[src/rtl/wbit_sync_fifo.sv]
// wbit_sync_fifo: single-clock first-word-fall-through FIFO.
// Head entry is always on read_data; full/empty come from the registered pointers.
//
// Ports:
//   clk_i      in  1           clock, rising edge
//   rst_ni     in  1           asynchronous active-low reset
//   write_en   in  1           push request
//   read_en    in  1           pop request
//   write_data in  DATA_WIDTH  data pushed on an accepted write
//   read_data  out DATA_WIDTH  current head entry (combinational from storage)
//   full       out 1           FIFO holds FIFO_DEPTH entries
//   empty      out 1           FIFO holds no entries
module wbit_sync_fifo #(
    parameter int unsigned DATA_WIDTH = 8,
    parameter int unsigned FIFO_DEPTH = 8
) (
    input  logic                  clk_i,
    input  logic                  rst_ni,
    input  logic                  write_en,
    input  logic                  read_en,
    input  logic [DATA_WIDTH-1:0] write_data,
    output logic [DATA_WIDTH-1:0] read_data,
    output logic                  full,
    output logic                  empty
);

    localparam int unsigned ADDR_W = (FIFO_DEPTH > 1) ? $clog2(FIFO_DEPTH) : 1;
    localparam int unsigned PTR_W  = ADDR_W + 1;

    logic [DATA_WIDTH-1:0] mem_q [FIFO_DEPTH];
    logic [PTR_W-1:0]      wr_ptr_q, wr_ptr_d;
    logic [PTR_W-1:0]      rd_ptr_q, rd_ptr_d;
    logic [ADDR_W-1:0]     wr_idx, rd_idx;
    logic                  wr_acc, rd_acc;

    assign wr_idx = wr_ptr_q[ADDR_W-1:0];
    assign rd_idx = rd_ptr_q[ADDR_W-1:0];

    // Pointers carry an extra wrap bit so full and empty are distinguishable
    // even though both have equal index bits.
    assign empty = (wr_ptr_q == rd_ptr_q);
    assign full  = (wr_idx == rd_idx) &&
                   (wr_ptr_q[PTR_W-1] != rd_ptr_q[PTR_W-1]);

    // Acceptance uses the pre-edge flags, so a push into a full FIFO is
    // dropped even if a pop happens in the same cycle, and vice versa.
    assign wr_acc = write_en && !full;
    assign rd_acc = read_en && !empty;

    assign read_data = mem_q[rd_idx];

    always_comb begin
        wr_ptr_d = wr_ptr_q;
        rd_ptr_d = rd_ptr_q;
        if (wr_acc) begin
            wr_ptr_d = wr_ptr_q + PTR_W'(1);
        end
        if (rd_acc) begin
            rd_ptr_d = rd_ptr_q + PTR_W'(1);
        end
    end

    always_ff @(posedge clk_i or negedge rst_ni) begin
        if (!rst_ni) begin
            wr_ptr_q <= '0;
            rd_ptr_q <= '0;
        end else begin
            wr_ptr_q <= wr_ptr_d;
            rd_ptr_q <= rd_ptr_d;
        end
    end

    // Storage is cleared on reset so read_data is a defined 0 afterwards.
    always_ff @(posedge clk_i or negedge rst_ni) begin
        if (!rst_ni) begin
            for (int i = 0; i < int'(FIFO_DEPTH); i++) begin
                mem_q[i] <= '0;
            end
        end else if (wr_acc) begin
            mem_q[wr_idx] <= write_data;
        end
    end

endmodule

[config.mk]
export PLATFORM = sky130hd
export DESIGN_NAME = wbit_sync_fifo
export DESIGN_NICKNAME = d
export VERILOG_FILES = /design/src/rtl/wbit_sync_fifo.sv
export SDC_FILE = /design/constraint.sdc
export NUM_CORES = 1
export LEC_CHECK = 0
export BUFFER_PORTS_ARGS = -buffer_cell sky130_fd_sc_hd__buf_2
export CORE_ASPECT_RATIO = 0.5
export CORE_UTILIZATION = 44
export CTS_BUF_LIST = sky130_fd_sc_hd__clkbuf_4 sky130_fd_sc_hd__clkbuf_8 sky130_fd_sc_hd__clkbuf_16
export DETAILED_ROUTE_END_ITERATION = 8
export PLACE_DENSITY_LB_ADDON = 0.08
export REMOVE_ABC_BUFFERS = 1
export SLEW_MARGIN = 20
export SYNTH_ARGS = -nofsm -noshare
export SYNTH_HDL_FRONTEND = slang
export SYNTH_SLANG_ARGS = --single-unit
export TNS_END_PERCENT = 10
[constraint.sdc]
create_clock -name clk_i -period 4.6 [get_ports clk_i]
set_input_delay 0.46 -clock clk_i [delete_from_list [all_inputs] [get_ports clk_i]]
set_output_delay 0.46 -clock clk_i [all_outputs]
set_load 0.01 [all_outputs]
==> summary.txt, run 1 <==
Global routing
  – Global-route wire length before repair: 11.2 mm
  – GR Util All Layers: 19.3%
  – Total gr overflow: 0
  – Largest net degree at the start of global routing: 73
  – Vias in the first global route: 2018
  – Initial antenna violation count: 0

Finish
  – Final core occ: 53.5%
  – Fraction of layout cells with a size suffix above 1: 55.6%
  – ANT cells: 0
  – Final instance area: 0.00397 mm^2
  – Non-Filler Instances: 337
  – Layout Nets: 250
  – Synth-to-Final Area Change: 16.3%

Worst setup path
  – R2r worst-path depth: 5
  – Worst reg2reg path endpoint: mem_q[25]
  – Critical Path AT: 2.71 ns
  – Nature of the critical path endpoint: flop
  – Reg2Reg Setup Slack: 2.11 ns
  – Critical path required time: 4.82 ns
  – CP Launch Type: flop
  – Worst r2r src: rd_ptr_q[2]
  – Crit-path max FO: 12
  – Critical Setup Path Class: reg -> reg

Drt
  – DRC Markers: 0
  – Wire per inst: 19.8 um
  – WL met2: 2.88 mm
  – Wl on met1: 3.52 mm
  – First-pass DRT Iterations: 4
  – Via count of the routed design: 1834
  – Top sig layer: met4
  – Routed Antenna Nets: 0
  – Mean number of vias per cell: 5.44
  – WL met3: 207 um
  – Iteration-0 DRC Markers: 61
  – WL final: 6.66 mm

Timing
  – FMAX: 401 MHz
  – Final Max Tran Viols: 0
  – Clock skew: 0.00409 ns
  – Worst Setup Slack, final: 2.11 ns
  – Final hold viol count: 0
  – TNS Setup: 0 ns
  – Actual slew at the worst max-slew pin: 0.922 ns
  – RSZ-0062 raised after global routing: no
  – Slew HR: 38.5%
  – Period Utilization, post-route: 54.2%
  – Setup violations, final: 0
  – Min cycle time layout: 2.49 ns
  – Hold Slack: 0.342 ns

Synthesis
  – XOR/XNOR Fraction of Synth Area: 3.34%
  – Sequential element share of the synthesized area: 52.8%
  – Unique cell type count in the Yosys netlist: 28
  – Post-synthesis instance area: 0.00341 mm^2
  – Average cell area after synthesis: 16.1 um^2
  – Synth warn: 0
  – Post-Synth Simple-Gate Area: 4.40%
  – Post-synthesis mux area share: 35.9%
  – Adder-Cell Fraction of Synth Area: 0.734%
  – Post-Synthesis Cells: 212
  – Combinational family with the most area after synthesis: multiplexers
  – Complex-gate fraction of the synthesized area: 0.477%
  – Register bit total from synthesis: 72

Placed design
  – Setup WS pre-CTS: 2.09 ns
  – Placed Area: 0.00360 mm^2
  – DP HPWL: 4.19 mm
  – Gpl congestion: 0.711
  – PortBufs: 21
  – DP Cell Count: 321

CTS
  – CTS tree: done
  – Longest Clk Path Bufs: 2
  – TritonCTS Buffers: 9
  – H-tree depth: 3
  – Clk sink count: 72
  – CTS resizes: 0
  – Clock transition at path regs: 0.06 ns
  – CTS root buffer: clkbuf_16
  – Hold buffer count at cts: 0
  – Clk_lat worst skew: 0.33 ns
  – Post-CTS Setup Bufs: 0

Floorplanning
  – Die ar.: 0.00813 mm^2
  – IO Count: 22
  – Row cnt: 22
  – Die height: 64.2 um
  – Starting Density: 46.0%
  – Core footprint: 0.00740 mm^2
  – Die width: 126 um

Run status
  – Status: finished, final reports clean

Pwr
  – VDD IR max: 0.000326 V
  – Design Power: 3.30 mW
  – Static Leak: 1.72 nW
  – Pwr dens: 833 mW/mm^2

Run
  – Max-cap viol count: 0

Worst hold path
  – Worst Hold Class: in -> async
==> routing by layer <==
metal / vias up / GRT usage, %
met5: - / 0
met4: 0 / 4.97
met3: 6 / 6.28
met2: 25 / 28.2
met1: 966 / 27.5
li1: 837 / -
==> worst max-delay path, cell delays in order, from the launching register on <==
cell	delay (ns)
dfrtp_1	0.78
xnor2_1	0.21
nand4_4	0.18
inv_4	0.07
or4_1	0.75
mux2_4	0.39
==> synth_stat cells, drive strengths merged <==
| master | instances | area, um^2 |
|---|---|---|
| and3 | 1 | 6.26 |
| buf | 7 | 50.1 |
| clkbuf | 5 | 18.8 |
| dfrtp | 72 | 1800 |
| ha | 2 | 25.0 |
| inv | 2 | 10.0 |
| mux2 | 74 | 863 |
| mux4 | 16 | 360 |
| nand2 | 3 | 11.3 |
| nand3 | 3 | 15.0 |
| nand3b | 1 | 7.51 |
| nand4 | 1 | 21.3 |
| nand4b | 1 | 8.76 |
| nor2 | 3 | 11.3 |
| nor3b | 2 | 15.0 |
| nor4 | 1 | 6.26 |
| nor4b | 1 | 23.8 |
| nor4bb | 1 | 10.0 |
| o41ai | 1 | 16.3 |
| or3 | 1 | 6.26 |
| or4 | 1 | 7.51 |
| xnor2 | 6 | 52.6 |
| xor2 | 7 | 61.3 |
==> final cells by class <==
cell class | count | area, um^2
fill | 602 | 3440
sequential | 72 | 1800
multi-input combinational | 126 | 1530
clock buffer | 9 | 225
clock inverter | 7 | 144
timing repair buffer | 25 | 135
tap | 96 | 120
inverter | 2 | 10.0
==> layout by cell type (no fill, tap or decap), types with 2 or more instances in the layout <==
master,count
nand3_1,3
buf_2,21
mux4_2,16
nand2_1,3
xnor2_1,6
nor2_1,3
mux2_2,65
xor2_1,7
clkbuf_16,9
ha_1,2
mux2_4,8
nor3b_1,2
buf_4,4
clkinvlp_4,2
bufinv_16,4
dfrtp_1,72
==> power breakdown <==
group	switching, mW	internal [mW]	total (mW)
clock network	0.267	0.585	0.852
logic	0.515	0.758	1.27
registers	0.219	0.958	1.18
total	1.00	2.30	3.30
==> sequential cells by signal, summed over array words and instances, names as in the netlist <==
| signal | flops |
|---|---|
| rd_ptr_q | 4 |
| mem_q | 64 |
| wr_ptr_q | 4 |
==> worst max path at each step <==
stage                   endpoint  slack, ns   startpoint
finish                 mem_q[25]       2.11  rd_ptr_q[2]
global route        read_data[3]       1.97  rd_ptr_q[0]
CTS                 read_data[3]       2.06  rd_ptr_q[0]
detailed placement     mem_q[25]       2.09  rd_ptr_q[2]
global placement       mem_q[30]       2.18  rd_ptr_q[2]
floorplan               mem_q[0]       1.87  rd_ptr_q[0]
==> logic make-up after synthesis <==
kind of cell | count (synthesis)
compound gates | 1
xor+xnor | 13
fa+ha+maj | 2
buf+inv | 14
flops | 72
mux | 90
simple gates | 20
Note: power is estimated with default switching activity, not from simulation.
==> inputs of run 2 (changes only) <==
--- a/config.mk
+++ b/config.mk
@@ -5,6 +5,7 @@
 export SDC_FILE = /design/constraint.sdc
 export NUM_CORES = 1
 export LEC_CHECK = 0
+export ABC_AREA = 1
 export BUFFER_PORTS_ARGS = -buffer_cell sky130_fd_sc_hd__buf_2
 export CORE_ASPECT_RATIO = 0.5
 export CORE_UTILIZATION = 44
==> constraint.sdc (replaced) <==
create_clock -name clk_i -period 2.3 [get_ports clk_i]
set_input_delay 0.23 -clock clk_i [delete_from_list [all_inputs] [get_ports clk_i]]
set_output_delay 0.23 -clock clk_i [all_outputs]
set_load 0.01 [all_outputs]
==> run 2 against run 1 <==
  * Register-to-register slack worse by 1.7 ns
  * Largest power group unchanged
  * Sequential share of layout area is 5.3 points lower
  * Via count increased by 90%
  * Area after synthesis grew 17%
  * Clock-buffer cell count grew 3
  * Critical path type is now reg -> out
  * First-iteration DRC count grew to 5.1 times the previous value
  * Power grew 110%
  * Setup slack got worse by 2.0 ns
  * Non-clock buffer count is 18 higher
==> summary.txt, run 2 <==
Global routing
  – Top Usage Layer GRT: met1
  – Global routing met2 resource utilization: 35.3%
  – Total gr overflow: 0
  – Met3 usage: 6.65%
  – Initial antenna violation count: 0
  – Vias in the first global route: 3292
  – M1 GR Usage: 41.4%
  – GR Util All Layers: 26.1%
  – Global-route wire length before repair: 18.3 mm
  – Largest net degree at the start of global routing: 41

Drt
  – Iteration-0 DRC Markers: 314
  – Via count of the routed design: 3484
  – DRC Markers: 0
  – Routed Antenna Nets: 0
  – Mean number of vias per cell: 5.54
  – WL final: 11.3 mm
  – First-pass DRT Iterations: 5
  – Wire per inst: 18.0 um

CTS
  – CTS root buffer: clkbuf_16
  – H-tree depth: 3
  – Clk sink count: 72
  – Longest Clk Path Bufs: 2
  – Clock transition at path regs: 0.06 ns
  – Post-CTS Setup Bufs: 0
  – TritonCTS Buffers: 9
  – CTS tree: done
  – Clk_lat worst skew: 0.33 ns

Worst setup path
  – CP bufs+invs: 3
  – Critical Path AT: 1.99 ns
  – Slowest stage delay, CP: 0.48 ns
  – Nature of the critical path endpoint: output port
  – Critical path required time: 2.07 ns
  – Cell Chain, Critical Path: inv_4 -> buf_4 -> o21ai_0 -> o21ai_0 -> nand2_1 -> nand2_1 -> buf_2
  – Crit-path max FO: 23
  – CP top delay family: buffers and inverters
  – Critical Setup Path Class: reg -> out
  – CP Launch Type: flop
  – CP max-delay cell: dfrtp_2

Pwr
  – Clock share of power: 20.8%
  – Internal Pwr Total: 3.83 mW
  – Logic pwr share: 46.1%
  – Pwr dens: 1520 mW/mm^2
  – Static Leak: 2.23 nW
  – Sw Share: 43.7%
  – Switching pwr: 2.98 mW
  – Flop pwr share: 33.2%
  – Design Power: 6.82 mW
  – VDD IR max: 0.000656 V

Worst hold path
  – Worst Hold Class: in -> reg

Synthesis
  – Post-Synthesis Cells: 493
  – Sequential element share of the synthesized area: 45.1%
  – Combinational family with the most area after synthesis: simple AND/OR/NAND/NOR gates
  – EDFF count, synth: 0
  – Leading area contributor after synthesis: dfrtp_1
  – Post-Synth Simple-Gate Area: 39.2%
  – Count leader, synth: nand2_1
  – XOR/XNOR Fraction of Synth Area: 1.35%
  – Adder-Cell Fraction of Synth Area: 0.626%
  – Area share of the largest cell type after synthesis: 45.1%
  – Top_reg_cell synth: dfrtp_1
  – Post-synthesis instance area: 0.00400 mm^2
  – Complex-gate fraction of the synthesized area: 6.26%
  – Post-synthesis mux area share: 0%
  – Register bit total from synthesis: 72
  – Synth cell count leaders: nand2_1, dfrtp_1, nand4_1
  – Synth async-reset ratio: 100%
  – Average cell area after synthesis: 8.11 um^2
  – Unique cell type count in the Yosys netlist: 29
  – Synth top area cells: dfrtp_1, nand2_1, nand4_1
  – Synth warn: 0

Floorplanning
  – Starting Density: 45.6%
  – Row cnt: 24
  – Die width: 137 um
  – IO Count: 22
  – Die height: 69.4 um
  – Die ar.: 0.00949 mm^2
  – Core footprint: 0.00877 mm^2

Timing
  – Actual slew at the worst max-slew pin: 0.559 ns
  – Clock skew: 0.00873 ns
  – Final hold viol count: 0
  – TNS Setup: 0 ns
  – Min cycle time layout: 2.22 ns
  – RSZ-0062 raised after global routing: no
  – Slew HR: 62.7%
  – Period Utilization, post-route: 96.4%
  – Final Max Tran Viols: 0
  – Setup violations, final: 0
  – FMAX: 451 MHz
  – Hold Slack: 0.185 ns

Finish
  – Max FFs per register: 64
  – Layout Nets: 522
  – Fraction of layout cells with a size suffix above 1: 16.6%
  – Most frequent cells in the layout: nand2_1, dfrtp_1, nand4_1
  – Reg with most FFs: mem_q
  – Most common cell after layout, fill and taps aside: nand2_1
  – Synth-to-Final Area Change: 12.3%
  – Biggest regs: mem_q (64), rd_ptr_q (4), wr_ptr_q (4)
  – Final instance area: 0.00449 mm^2
  – ANT cells: 0

Run
  – Max-cap viol count: 0

Placed design
  – Placed Area: 0.00418 mm^2
  – DP HPWL: 7.52 mm
  – Gpl congestion: 0.802
  – PortBufs: 21

Run status
  – Status: finished, final reports clean
[run 2: cell count changes after synthesis, moves of 16 or more]
cell     change
nand2_1    +169
mux2_2      -65
nand4_1     +65
o21ai_0     +47
nor2_1      +45
mux4_2      -16
[run 2: through the flow]
step                      worst slack, ns  std cells  utilization [%]
after CTS                           0.108        629             51.2
final                              0.0824        629             51.2
after detailed placement            0.326        613             47.7
after global placement              0.371        613             47.7
after global routing               0.0273        629             51.2
after floorplan                    -0.182        454                -
[run 2: layout make-up]
| type | instances | area, um^2 |
|---|---|---|
| inverters | 10 | 50.0 |
| multi-input cells | 372 | 1890 |
| clock inverters | 3 | 42.5 |
| well taps | 117 | 146 |
| fillers | 878 | 4280 |
| repair buffers | 43 | 300 |
| clock buffers | 12 | 254 |
| flip-flops and latches | 72 | 1800 |
[run 2: per-layer routing]
metal | share of wire (%) | vias to the layer above
li1 | - | 1692
met1 | 52 | 1683
met2 | 41 | 100
met3 | 6.9 | 9
met4 | 0.57 | 0
met5 | 0 | -
[run 2: power groups by stage]
| stage | logic (mW) | registers, mW | clock network (mW) |
|---|---|---|---|
| 2_1_floorplan | 1.90 | 2.33 | 0 |
| 3_3_place_gp | 3.10 | 2.27 | 0 |
| 3_5_place_dp | 3.12 | 2.26 | 0 |
| 4_1_cts | 3.14 | 2.26 | 1.43 |
| 5_1_grt | 3.53 | 2.33 | 1.49 |
| 6_report | 3.14 | 2.26 | 1.41 |
[run 2: final timing paths]
kind / start / endpoint / slack, ns / cells past startpoint
setup / recovery: rd_ptr_q[0] / read_data[6] / 0.08 / 7
hold / removal: read_en / rd_ptr_q[0] / 0.19 / 3
setup reg to reg: wr_ptr_q[0] / mem_q[26] / 0.41 / 8
hold reg to reg: mem_q[13] / mem_q[13] / 0.46 / 2
max in group asynchronous: rst_ni / rd_ptr_q[0] / 1.30 / 3
min in group asynchronous: rst_ni / mem_q[40] / 0.40 / 2
[run 2: cells by family (layout without fill, tap and decap cells)]
group	after synthesis	count (layout)
XOR/XNOR	4	4
buffers and inverters	49	68
AO/OA/AOI/OAI	50	50
flip-flops	72	72
adder cells (fa/ha/maj)	2	2
AND/OR/NAND/NOR	316	316
[run 2: worst min-delay path: cells and delay by family]
family                 cells  cell delay (ns)
buffers and inverters      1             0.13
AND/OR/NAND/NOR            2             0.13
[run 2: what timing repair did]
item | 4_1_cts | 5_1_grt
hold buffers | 1 | 0
resized for setup | 1 | 0
endpoints found under the hold margin | 32 | 0
setup endpoints to repair | 1 | 0
==> inputs of run 3 (changes only) <==
--- a/config.mk
+++ b/config.mk
@@ -11,7 +11,7 @@
 export CORE_UTILIZATION = 44
 export CTS_BUF_LIST = sky130_fd_sc_hd__clkbuf_4 sky130_fd_sc_hd__clkbuf_8 sky130_fd_sc_hd__clkbuf_16
 export DETAILED_ROUTE_END_ITERATION = 8
-export PLACE_DENSITY_LB_ADDON = 0.08
+export RECOVER_POWER = 25
 export REMOVE_ABC_BUFFERS = 1
 export SLEW_MARGIN = 20
 export SYNTH_ARGS = -nofsm -noshare
==> run 3 against run 2 <==
  * Final area is 0.25% lower
  * Sequential cell count is the same
  * Register-to-register slack improved by 0.08 ns
  * Critical path depth stayed put
  * Routed wire length decreased by 4.2%
  * Clock-buffer cell count rose by 1
  * Final cell count is the same
  * Sequential power hardly changed
==> summary.txt, run 3 (synthesized netlist as in run 2, its figures left out) <==
Floorplanning
  – Starting Density: 45.6%
  – Die width: 137 um
  – IO Count: 22
  – Die height: 69.4 um
  – Core footprint: 0.00877 mm^2
  – Die ar.: 0.00949 mm^2
  – Row cnt: 24

Global routing
  – Largest net degree at the start of global routing: 43
  – Total gr overflow: 0
  – Global-route wire length before repair: 17.9 mm
  – Initial antenna violation count: 0
  – GR Util All Layers: 25.3%
  – Vias in the first global route: 3296

Timing
  – Worst Setup Slack, final: 0.160 ns
  – FMAX: 467 MHz
  – Slew HR: 24.5%
  – Hold Slack: 0.188 ns
  – Actual slew at the worst max-slew pin: 1.13 ns
  – Final hold viol count: 0
  – RSZ-0062 raised after global routing: no
  – Clock skew: 0.00496 ns
  – Period Utilization, post-route: 93.0%
  – Final Max Tran Viols: 0
  – Setup violations, final: 0
  – TNS Setup: 0 ns
  – Min cycle time layout: 2.14 ns

Finish
  – Biggest regs: mem_q (64), rd_ptr_q (4), wr_ptr_q (4)
  – Most common cell after layout, fill and taps aside: nand2_1
  – Max FFs per register: 64
  – Sequential cell area: 0.00180 mm^2
  – Non-Filler Instances: 629
  – Filler instances: 863
  – Synth-to-Final Area Change: 12.1%
  – Final instance area: 0.00448 mm^2
  – ANT cells: 0
  – Layout Nets: 521
  – Fraction of layout cells with a size suffix above 1: 16.4%
  – Most frequent cells in the layout: nand2_1, dfrtp_1, nand4_1
  – Reg with most FFs: mem_q
  – Footprint of the multi-input gates: 0.00189 mm^2

Drt
  – Wire per inst: 17.3 um
  – DRC Markers: 0
  – Routed Antenna Nets: 0
  – WL final: 10.9 mm
  – Mean number of vias per cell: 5.68
  – Top sig layer: met4
  – Iteration-0 DRC Markers: 363
  – Wl on met1: 5.33 mm
  – WL met3: 760 um
  – Via count of the routed design: 3572
  – First-pass DRT Iterations: 6
  – WL met2: 4.64 mm

Pwr
  – VDD IR max: 0.000984 V
  – Pwr dens: 1500 mW/mm^2
  – Static Leak: 2.23 nW

Worst hold path
  – Worst hold start: read_en
  – Worst Hold Class: in -> reg

Run status
  – Status: finished, final reports clean

Placed design
  – Setup WS pre-CTS: 0.482 ns
  – Placed Area: 0.00418 mm^2
  – DP HPWL: 6.99 mm
  – DP Cell Count: 612
  – PortBufs: 21
  – Gpl congestion: 0.767

CTS
  – CTS tree: done
  – Clk_lat worst skew: 0.33 ns
  – Clk sink count: 72
  – TritonCTS Buffers: 9
  – Longest Clk Path Bufs: 2
  – Clock transition at path regs: 0.05 ns
  – H-tree depth: 3
  – CTS root buffer: clkbuf_16

Worst setup path
  – Critical Setup Path Class: reg -> out
  – Worst setup path start: rd_ptr_q[0]
  – Critical path required time: 2.07 ns
  – CP Launch Type: flop
  – Nature of the critical path endpoint: output port
  – Crit-path max FO: 33
  – Worst r2r src: wr_ptr_q[0]
  – Critical Path AT: 1.91 ns

Run
  – Max-cap viol count: 0
run 3: cell types whose count changed in the layout (fill, tap and decap cells not counted), sizes merged:
cell	before	now
bufinv	1	0
clkbuf	12	14
clkinvlp	1	0
clkinv	2	4
buf	42	40
run 3: final timing paths:
| path | endpoint | slack (ns) | cells after the start |
|---|---|---|---|
| max | read_data[3] | 0.16 | 7 |
| min | rd_ptr_q[2] | 0.19 | 3 |
| max reg2reg | mem_q[3] | 0.49 | 8 |
| min reg2reg | mem_q[53] | 0.47 | 2 |
| max in group asynchronous | mem_q[43] | 0.88 | 3 |
| min in group asynchronous | mem_q[33] | 0.64 | 2 |
run 3: repair_timing:
item	4_1_cts	5_1_grt
resized for setup	0	2
setup buffers	0	0
hold endpoints to repair	41	0
hold buffers	1	0
endpoints found under the setup margin	0	5
run 3: where the power goes:
| group | internal (mW) | total, mW | leakage (nW) | switching, mW |
|---|---|---|---|---|
| clock | 0.825 | 1.34 | 0.149 | 0.518 |
| sequential | 1.85 | 2.23 | 0.907 | 0.375 |
| combinational | 1.08 | 3.13 | 1.18 | 2.05 |
run 3: final cells by class:
cell class,count,area share [%]
Multi-Input combinational cell,372,42.3
Sequential cell,72,40.2
Tap cell,117,3.27
Clock buffer,13,6.12
Timing Repair Buffer,42,6.65
Clock inverter,3,0.335
Inverter,10,1.12
run 3: layer usage:
| layer | up-vias | GRT usage, % |
|---|---|---|
| met5 | - | 0 |
| met3 | 10 | 5.77 |
| li1 | 1697 | - |
| met2 | 136 | 35.9 |
| met4 | 0 | 6.84 |
| met1 | 1729 | 38.6 |
run 3: worst max-delay path, stage by stage, from the launching register on:
cell,delay (ns)
dfrtp_1,0.43
inv_4,0.09
buf_4,0.35
o21ai_0,0.17
o21ai_0,0.14
nand2_1,0.12
nand2_1,0.12
buf_2,0.14
run 3: stage by stage:
step	power [mW]	utilization [%]
final	6.70	51.1
after global routing	7.26	51.1
after CTS	6.70	51.0
after detailed placement	5.34	47.6
after global placement	5.31	47.6
after floorplan	4.23	-
